<file path="config.mk">
export PLATFORM = sky130hd
export DESIGN_NAME = accum_dump_nch
export DESIGN_NICKNAME = d
export VERILOG_FILES = /design/src/rtl/accum_pkg.sv /design/src/rtl/accum_lane.sv /design/src/rtl/accum_dump_nch.sv
export SDC_FILE = /design/constraint.sdc
export NUM_CORES = 1
export LEC_CHECK = 0
export CORE_MARGIN = 5
export CORE_UTILIZATION = 30
export CTS_BUF_LIST = sky130_fd_sc_hd__clkbuf_8
export CTS_CLUSTER_SIZE = 14
export DETAILED_ROUTE_END_ITERATION = 8
export HOLD_SLACK_MARGIN = 0.1
export SLEW_MARGIN = 20
export SYNTH_ARGS = -nofsm -noshare
export SYNTH_HDL_FRONTEND = slang
export SYNTH_SLANG_ARGS = --single-unit
</file>
<file path="constraint.sdc">
create_clock -name clk -period 6.9 [get_ports clk]
set_clock_uncertainty 0.15 [all_clocks]
set_input_delay 1.38 -clock clk [delete_from_list [all_inputs] [get_ports clk]]
set_output_delay 1.38 -clock clk [all_outputs]
set_load 0.02 [all_outputs]
</file>
<file path="src/rtl/accum_pkg.sv">
// Shared definitions for the multi-channel integrate-and-dump accumulator.
// Holds the FSM state encoding and a constant-width helper.
// Optional feature macro used by this block: ACCUM_SAT_EN (saturating lanes).
package accum_pkg;

  typedef enum logic {
    ST_IDLE = 1'b0,
    ST_ACC  = 1'b1
  } state_t;

  // Ceiling log2; returns 0 for n <= 1, callers clamp to a 1-bit minimum
  function automatic int clog2(input int n);
    int r;
    int v;
    r = 0;
    v = n - 1;
    while (v > 0) begin
      r = r + 1;
      v = v >> 1;
    end
    return r;
  endfunction

endpackage

</file>
<file path="src/rtl/accum_lane.sv">
// One accumulator lane: adds a sign-extended sample, can load zero on dump, clears on flush.
// Latency: the registered sum updates one cycle after add_en; sum/flag outputs are combinational.
// Macro ACCUM_SAT_EN: saturating add plus a sticky saturation flag; otherwise wraps, flag is 0.
module accum_lane #(
  parameter int W_IN  = 18,
  parameter int W_ACC = 26
) (
  input  logic                    clk,
  input  logic                    reg_rst,
  input  logic                    clr,
  input  logic                    add_en,
  input  logic                    dump,
  input  logic signed [W_IN-1:0]  inp,
  output logic signed [W_ACC-1:0] sum,
  output logic                    flag
);

  logic signed [W_ACC-1:0] acc;
  logic signed [W_ACC-1:0] ext;

  assign ext = W_ACC'(inp);

`ifdef ACCUM_SAT_EN
  logic signed [W_ACC:0] wide;
  logic                  sat_now;
  logic                  sticky;

  // One extra bit exposes overflow: top two bits differ when the true sum is out of range
  assign wide    = (W_ACC+1)'(acc) + (W_ACC+1)'(ext);
  assign sat_now = wide[W_ACC] ^ wide[W_ACC-1];
  assign flag    = sticky | sat_now;

  // Clamp to the most negative / most positive value on overflow
  always_comb begin
    sum = wide[W_ACC-1:0];
    if (sat_now) begin
      sum = wide[W_ACC] ? {1'b1, {(W_ACC-1){1'b0}}} : {1'b0, {(W_ACC-1){1'b1}}};
    end
  end

  // Sticky flag covers the whole window and is consumed by the dump
  always_ff @(posedge clk) begin
    if (reg_rst || clr) begin
      sticky <= 1'b0;
    end else if (add_en) begin
      sticky <= dump ? 1'b0 : flag;
    end
  end
`else
  assign sum  = acc + ext;
  assign flag = 1'b0;
`endif

  // Lane register: accumulate, or restart from zero when this sample is dumped
  always_ff @(posedge clk) begin
    if (reg_rst || clr) begin
      acc <= '0;
    end else if (add_en) begin
      acc <= dump ? '0 : sum;
    end
  end

endmodule

</file>
<file path="src/rtl/accum_dump_nch.sv">
// Multi-channel integrate-and-dump: sums len frames per interleaved channel, dumps per channel.
// Latency 1 cycle from the last sample of a channel to its out_valid pulse; no back-pressure.
// Macro ACCUM_SAT_EN enables saturating lanes and the ovf report; default build wraps.
module accum_dump_nch
  import accum_pkg::*;
#(
  parameter int W_IN    = 18,
  parameter int W_ACC   = 26,
  parameter int NCH     = 4,
  parameter int LEN_MAX = 256,
  parameter int W_LEN   = 9,
  parameter int W_CH    = (NCH > 1) ? clog2(NCH) : 1
) (
  input  logic                    clk,
  input  logic                    reg_rst,
  input  logic                    clr,
  input  logic [W_LEN-1:0]        len,
  input  logic                    in_valid,
  input  logic                    in_first,
  input  logic signed [W_IN-1:0]  inp,
  output logic                    out_valid,
  output logic [W_CH-1:0]         out_ch,
  output logic signed [W_ACC-1:0] out,
  output logic                    ovf,
  output logic                    busy
);

  state_t                  state;
  logic [W_CH-1:0]         ch;
  logic [W_LEN-1:0]        frame;
  logic [W_LEN-1:0]        len_r;
  logic [W_LEN-1:0]        len_start;
  logic [W_LEN-1:0]        len_cur;
  logic [W_CH-1:0]         cur_ch;
  logic                    accept;
  logic                    is_dump;
  logic                    is_last;
  logic signed [W_ACC-1:0] lane_sum  [NCH];
  logic                    lane_flag [NCH];

  // Window length seen at window start: zero means one frame, large values clamp
  assign len_start = (len == '0) ? W_LEN'(1) :
                     (len > W_LEN'(LEN_MAX)) ? W_LEN'(LEN_MAX) : len;
  // The starting sample of a window must already use the new length
  assign len_cur   = (state == ST_IDLE) ? len_start : len_r;
  assign cur_ch    = in_first ? '0 : ch;
  assign accept    = in_valid && !clr;
  assign is_dump   = (frame == (len_cur - W_LEN'(1)));
  assign is_last   = is_dump && (cur_ch == W_CH'(NCH - 1));

  genvar g;
  generate
    for (g = 0; g < NCH; g++) begin : g_lane
      accum_lane #(
        .W_IN  (W_IN),
        .W_ACC (W_ACC)
      ) u_lane (
        .clk     (clk),
        .reg_rst (reg_rst),
        .clr     (clr),
        .add_en  (accept && (cur_ch == W_CH'(g))),
        .dump    (is_dump),
        .inp     (inp),
        .sum     (lane_sum[g]),
        .flag    (lane_flag[g])
      );
    end
  endgenerate

  // Window FSM, channel/frame counters and the registered dump output
  always_ff @(posedge clk) begin
    if (reg_rst) begin
      state     <= ST_IDLE;
      ch        <= '0;
      frame     <= '0;
      len_r     <= W_LEN'(1);
      out_valid <= 1'b0;
      out_ch    <= '0;
      out       <= '0;
      ovf       <= 1'b0;
      busy      <= 1'b0;
    end else begin
      out_valid <= 1'b0;
      if (clr) begin
        state <= ST_IDLE;
        ch    <= '0;
        frame <= '0;
        busy  <= 1'b0;
      end else if (in_valid) begin
        if (state == ST_IDLE) begin
          len_r <= len_start;
        end
        if (is_dump) begin
          out_valid <= 1'b1;
          out_ch    <= cur_ch;
          out       <= lane_sum[cur_ch];
          ovf       <= lane_flag[cur_ch];
        end
        if (is_last) begin
          state <= ST_IDLE;
          busy  <= 1'b0;
          ch    <= '0;
          frame <= '0;
        end else begin
          state <= ST_ACC;
          busy  <= 1'b1;
          if (cur_ch == W_CH'(NCH - 1)) begin
            ch    <= '0;
            frame <= frame + W_LEN'(1);
          end else begin
            ch    <= cur_ch + W_CH'(1);
          end
        end
      end
    end
  end

endmodule
</file>
=== Yosys cells after proc, flatten, opt, wreduce, memory -nomap -nowiden ===
Index checks and enable logic that the tools add are counted.

* Memory bits (writable): 0
* Memories: 0
* Bits in latches: 0
* Output and inout bits: 31
* Bits of input ports: 32
* Memory bits (read-only): 0
* Register bits: 155
* Logic and storage cells: 64

* Multipliers: 0
* Div/mod/pow operators: 0
* Reduce and logical (&&, ||, !) cells: 16
* Order comparisons: 2
* $add $sub $neg: 7
* Mux-type cells: 20
* Bitwise gates (word level): 3
* Equality and inequality tests: 4
* Shift-type cells: 0

{| class="wikitable"
|+ Operator list
! kind !! number
|-
| $mux W26 || 6
|-
| $add A26 B18 Y26 || 4
|-
| $bmux W26 S2 || 1
|-
| $mux W9 || 5
|-
| $add A9 B1 Y9 const B || 1
|-
| $eq A9 B9 Y1 || 1
|-
| $gt A9 B9 Y1 const B || 1
|-
| $logic_not A9 Y1 || 1
|-
| $sub A9 B1 Y9 const B || 1
|-
| $logic_and A1 B1 Y1 || 6
|-
| $mux W2 || 3
|-
| $eq A2 B2 Y1 const B || 2
|-
| $mux W1 || 4
|-
| $reduce_and A2 Y1 || 2
|-
| $ge A3 B3 Y1 const B || 1
|-
| $not A2 Y3 || 1
|-
| $reduce_and A3 Y1 || 1
|-
| $reduce_or A3 Y1 || 1
|-
| $add A2 B1 Y2 const B || 1
|-
| $bmux W1 S2 || 1
|-
| $eq A2 B1 Y1 const B || 1
|-
| $logic_not A2 Y1 || 1
|-
| $not A1 Y1 || 2
|-
| $reduce_bool A2 Y1 || 1
|-
| 3 further kinds || 3
|}

=== Depth between registers and ports, before layout ===
* Word-level depth: 9
* Mapped depth: 19
* Depth with buffers taken out: 15

=== Cells and area by module ===
From an unflattened synthesis, not the netlist that was laid out.

* Cell total of the unflattened synthesis: 1554
* Area total of the unflattened synthesis: 12818.5 um2

{| class="wikitable"
|+ By module, submodules not included
! module !! times used !! seq. area each (um2) !! cells each !! area an instance (um2)
|-
| accum_lane at g_lane[0].u_lane ... || 2 || 520.5 || 314 || 2504.9
|-
| accum_lane at g_lane[2].u_lane ... || 2 || 520.5 || 243 || 2113.3
|-
| accum_dump_nch || 1 || 1021.0 || 440 || 3582.2
|}

=== Worst setup path before layout ===
No wires, ideal clock.

* Kind: input port to flip-flop
* Start point: in len[8]
* End point: reg out[25]
* Stages on the path: 17
* Data required time: 6.627 ns
* Setup slack: 2.168 ns
* Arrival time: 4.459 ns
* Buffers on the path: 4
* Path through: buf_2 > or2_2 > o21ai_0 > inv_1 > ha_1 > clkbuf_1 > inv_1 > nand3_1 > nor3b_1 > o32a_1 > a2111oi_4 > o211ai_4 > or2_1 > buf_2 > buf_6 > a311oi_1 > a21oi_1

* Word-level cells in the longest chain between the ends: 7
* Elaborated cells on any way between the ends: 8
* Classes of those cells: 1 x add/sub; 1 x order compare; 1 x eq/ne; 3 x mux; 2 x reduce/logical

{| class="wikitable"
|+ Ends and longest elaborated chain
! what !! RTL line !! source
|-
| from (decl) || accum_dump_nch.sv:17 || <nowiki>input logic [W_LEN-1:0] len,</nowiki>
|-
| $gt A9 B9 Y1 || accum_dump_nch.sv:43 || <nowiki>(len > W_LEN'(LEN_MAX)) ? W_LEN'(LEN_MAX) : len;</nowiki>
|-
| $mux W9 || accum_dump_nch.sv:43 ||
|-
| $mux W9 (*) || accum_dump_nch.sv:42 || <nowiki>assign len_start = (len == '0) ? W_LEN'(1) :</nowiki>
|-
| $mux W9 (*) || - ||
|-
| $sub A9 B1 Y9 (*) || accum_dump_nch.sv:48 || <nowiki>assign is_dump = (frame == (len_cur - W_LEN'(1)));</nowiki>
|-
| $eq A9 B9 Y1 (*) || accum_dump_nch.sv:48 ||
|-
| $reduce_and A3 Y1 (no source line) (*) || - ||
|-
| to (signal assigned) || accum_dump_nch.sv:96 || <nowiki>out <= lane_sum[cur_ch];</nowiki>
|-
| to (decl) || accum_dump_nch.sv:23 || <nowiki>output logic signed [W_ACC-1:0] out,</nowiki>
|}

Mark *: on every way between the ends. The rest lies on a longest branch, timed or not.
A chain may end at the register's enable or synchronous reset.

=== Final worst setup path ===
* Start point: in len[8]
* End point: reg out[18]

Same word-level chain as after synthesis.

==> results.yml <==
logic_synthesis:
  async_flop_share_pct: 0
  synth_seq_cells: 154
  synth_nets: 1723
  synth_top_family_by_area: "compound AO/OA/AOI/OAI gates"
  synth-simple-area-share_pct: 23.0
  synth_cells: 1581
  muxShareOfSynthArea_pct: 1.74
  synth_cell_types: 80
  syn_avg_cell_area_um2: 7.56
  synthAdderAreaFrac_pct: 11.8
  seq_area_frac_synth_pct: 25.8
  synth_xor_area_share_pct: 7.40
  synth_compound_area_share_pct: 26.4
  ys.flop_type: "dfxtp_1"
  synth-edff-count: 0
  syn_area_um2: 12000
  ys.warnings.count: 0
route:
  dr.pass1.iters: 5
  drt_iter0_markers: 839
  drc_errors: 0
  wl_met2_um: 16700
  wl_per_cell_um: 17.5
  wl_met1_um: 17800
  vias: 11559
  ant_nets: 0
  route.met3.wl_um: 1950
  vias_per_cell: 5.42
  totalWireLength_um: 37300
  highest_layer: "met4"
clock_network:
  cts_buffers: 17
  clockRootBuffer: "clkbuf_8"
  cts_hold_buf: 0
  cts_tree: "yes"
  clockBufferDepth: 2
  clk_pin_slew_ns: 0.09
  clock_latency_ns: 0.50
  postCtsSetupBuffers: 0
  htree_levels: 4
  cts_resized: 0
  cts.sinks: 154
sta:
  timing.setup.tns_ns: 0
  worst_slew_pin_slew_ns: 1.03
  finalSetupViolations: 0
  finalHoldViolations: 0
  fin_hold_ws_ns: 0.309
  rsz0062_at_grt: "false"
  max_clock_freq_mhz: 188
  maxSlewViolCount: 0
  min_period_over_period_pct: 77.2
  period_minus_slack_ns: 5.33
  slew_headroom_pct: 31.5
floorplan:
  fp-row-count: 73
  core_um2: 39500
  dieWidth_um: 210
  start_util_pct: 30.2
  die-area_um2: 44000
  boundaryPins: 63
  die_y_um: 210
run_status:
  status: "finished, final reports clean"
power_and_ir_drop:
  peakVddDrop_uv: 122
  leakagePower_uw: 0.00520
  powerDensity_nw_per_um2: 142
layout:
  final_core_util_pct: 33.8
  nNetsFinal: 1736
  antenna_cells: 0
  fin_cells: 2131
  drive_gt1_share_pct: 4.42
  area.growth.synth_to_final_pct: 11.8
placement:
  place_congestion: 0.923
  dp_hpwl_um: 27300
  portBuffers: 61
  placed_cells: 2100
worst_setup_path:
  crit_chain: "clkdlybuf4s50_1 -> or2_2 -> o21ai_0 -> inv_1 -> ha_1 -> inv_1 -> nand3_1 -> nor3b_1 -> o32a_1 -> a2111oi_4 -> o211ai_4 -> or2_1 -> buf_4 -> a2111oi_1 -> a21oi_1 -> o31ai_1"
  crit_path_max_fanout: 26
  required_ns: 7.16
  slowest_delay_ns: 0.58
  critPathSlowestCell: "clkdlybuf4s50_1"
  crit_path_frequent_cell: "inv_1"
  cp-start-kind: "input port"
  critical_path.endpoint_type: "flop"
  arrival_ns: 5.59
  crit_type: "in -> reg"
global_route:
  grt_pass1_wl_um: 60000
  antenna_found_initial: 0
  grt_pass1_vias: 11087
  grt_max_degree: 74
  grt_overflow_total: 0
  grt_usage_pct: 16.8
worst_hold_path:
  hp-class: "reg -> reg"
job:
  maxCapViolCount: 0
per-stage QoR:
step                area [µm²]  setup WS (ns)  total power, µW
floorplan                12000           2.17             1150
global placement         13000           1.25             1250
detailed placement       13000           1.15             1250
CTS                      13400           1.67             1920
global route             13400           1.28             2000
finish                   13400           1.57             1900
worst max-delay path: cells and delay by family:
kind                       cells  cell delay, ns
adders and majority gates      1            0.31
buffers and inverters          4            1.02
AOI/OAI and AO/OA              7            1.95
and+or+nand+nor                4            0.90
final timing paths:
check                           from                      end  slack, ns  cells past startpoint
min          g_lane[0].u_lane.acc[5]  g_lane[0].u_lane.acc[5]       0.31                      2
max                           len[8]                  out[18]       1.57                     16
min reg2reg  g_lane[0].u_lane.acc[5]  g_lane[0].u_lane.acc[5]       0.31                      2
max reg2reg                    state                  out[18]       2.42                     15
cell families after synthesis:
logic type | Yosys count
other | 1
adders and majority gates | 110
xor gates and xnor gates | 101
muxes | 19
and+or+nand+nor | 589
AOI/OAI and AO/OA | 491
DFF | 154
buffers and inverters | 116
final cells by class:
class | instances | area (µm²)
clock buffers | 18 | 248
inverters | 31 | 116
fillers | 4172 | 26200
flip-flops and latches | 154 | 3080
well taps | 525 | 657
multi-input cells | 1311 | 8420
repair buffers | 79 | 741
clock inverters | 13 | 105
registers in the layout, summed over array words and instances, names as in the netlist:
signal             flops
g_lane.u_lane.acc    104
out                   26
frame                  9
len_r                  9
ch                     2
out_ch                 2
out_valid              1
state                  1
metal layers:
layer	GRT usage, %	vias up
met4	5.04	0
met1	23.3	5405
met2	27.0	326
met3	2.59	55
li1	-	5773
met5	0	-
report_power, final:
| part | switching [µW] | internal (µW) |
|---|---|---|
| sequential | 6.56 | 896 |
| clock | 379 | 289 |
| combinational | 209 | 123 |
cells in the mapped netlist (all sizes together), types with 6 or more instances:
master     n  share of area, %
a21o      41               2.6
o211ai    24               1.6
a211oi    24               1.5
or3       19              0.99
and2      14              0.73
nand3    105               4.4
nor2     134               4.2
a311oi     8              0.74
ha       106                11
a21boi     6              0.38
and4       7              0.53
a22oi     18               1.1
mux2i     14               1.2
nand2    198               6.2
nor4       7              0.37
o2111ai    6              0.44
nor2b     12              0.63
nor3      28               1.2
o31ai     10              0.63
clkbuf    74               2.3
inv       31              0.97
and3       8              0.42
a31oi     14              0.73
dfxtp    154                26
nand3b     7              0.44
a21oi    192               8.0
xor2      36               2.6
buf       11              0.53
o21ai     69               2.9
o21a      18               1.1
xnor2     65               4.8
o21bai    16               1.0
nand4     15              0.78
nand2b    15              0.78
placed cells by master (no fill, tap or decap), drive strengths merged, types with 19 or more instances in the layout:
cell / netlist / final
nor3: 28 / 28
ha: 106 / 106
xor2: 36 / 36
a211oi: 24 / 24
dfxtp: 154 / 154
clkdlybuf4s50: 0 / 60
nand2: 198 / 198
xnor2: 65 / 65
o21ai: 69 / 69
or3: 19 / 19
nand3: 105 / 105
o211ai: 24 / 24
inv: 31 / 36
nor2: 134 / 134
a21o: 41 / 41
buf: 11 / 19
a21oi: 192 / 192
(Power assumes the default switching activity.)
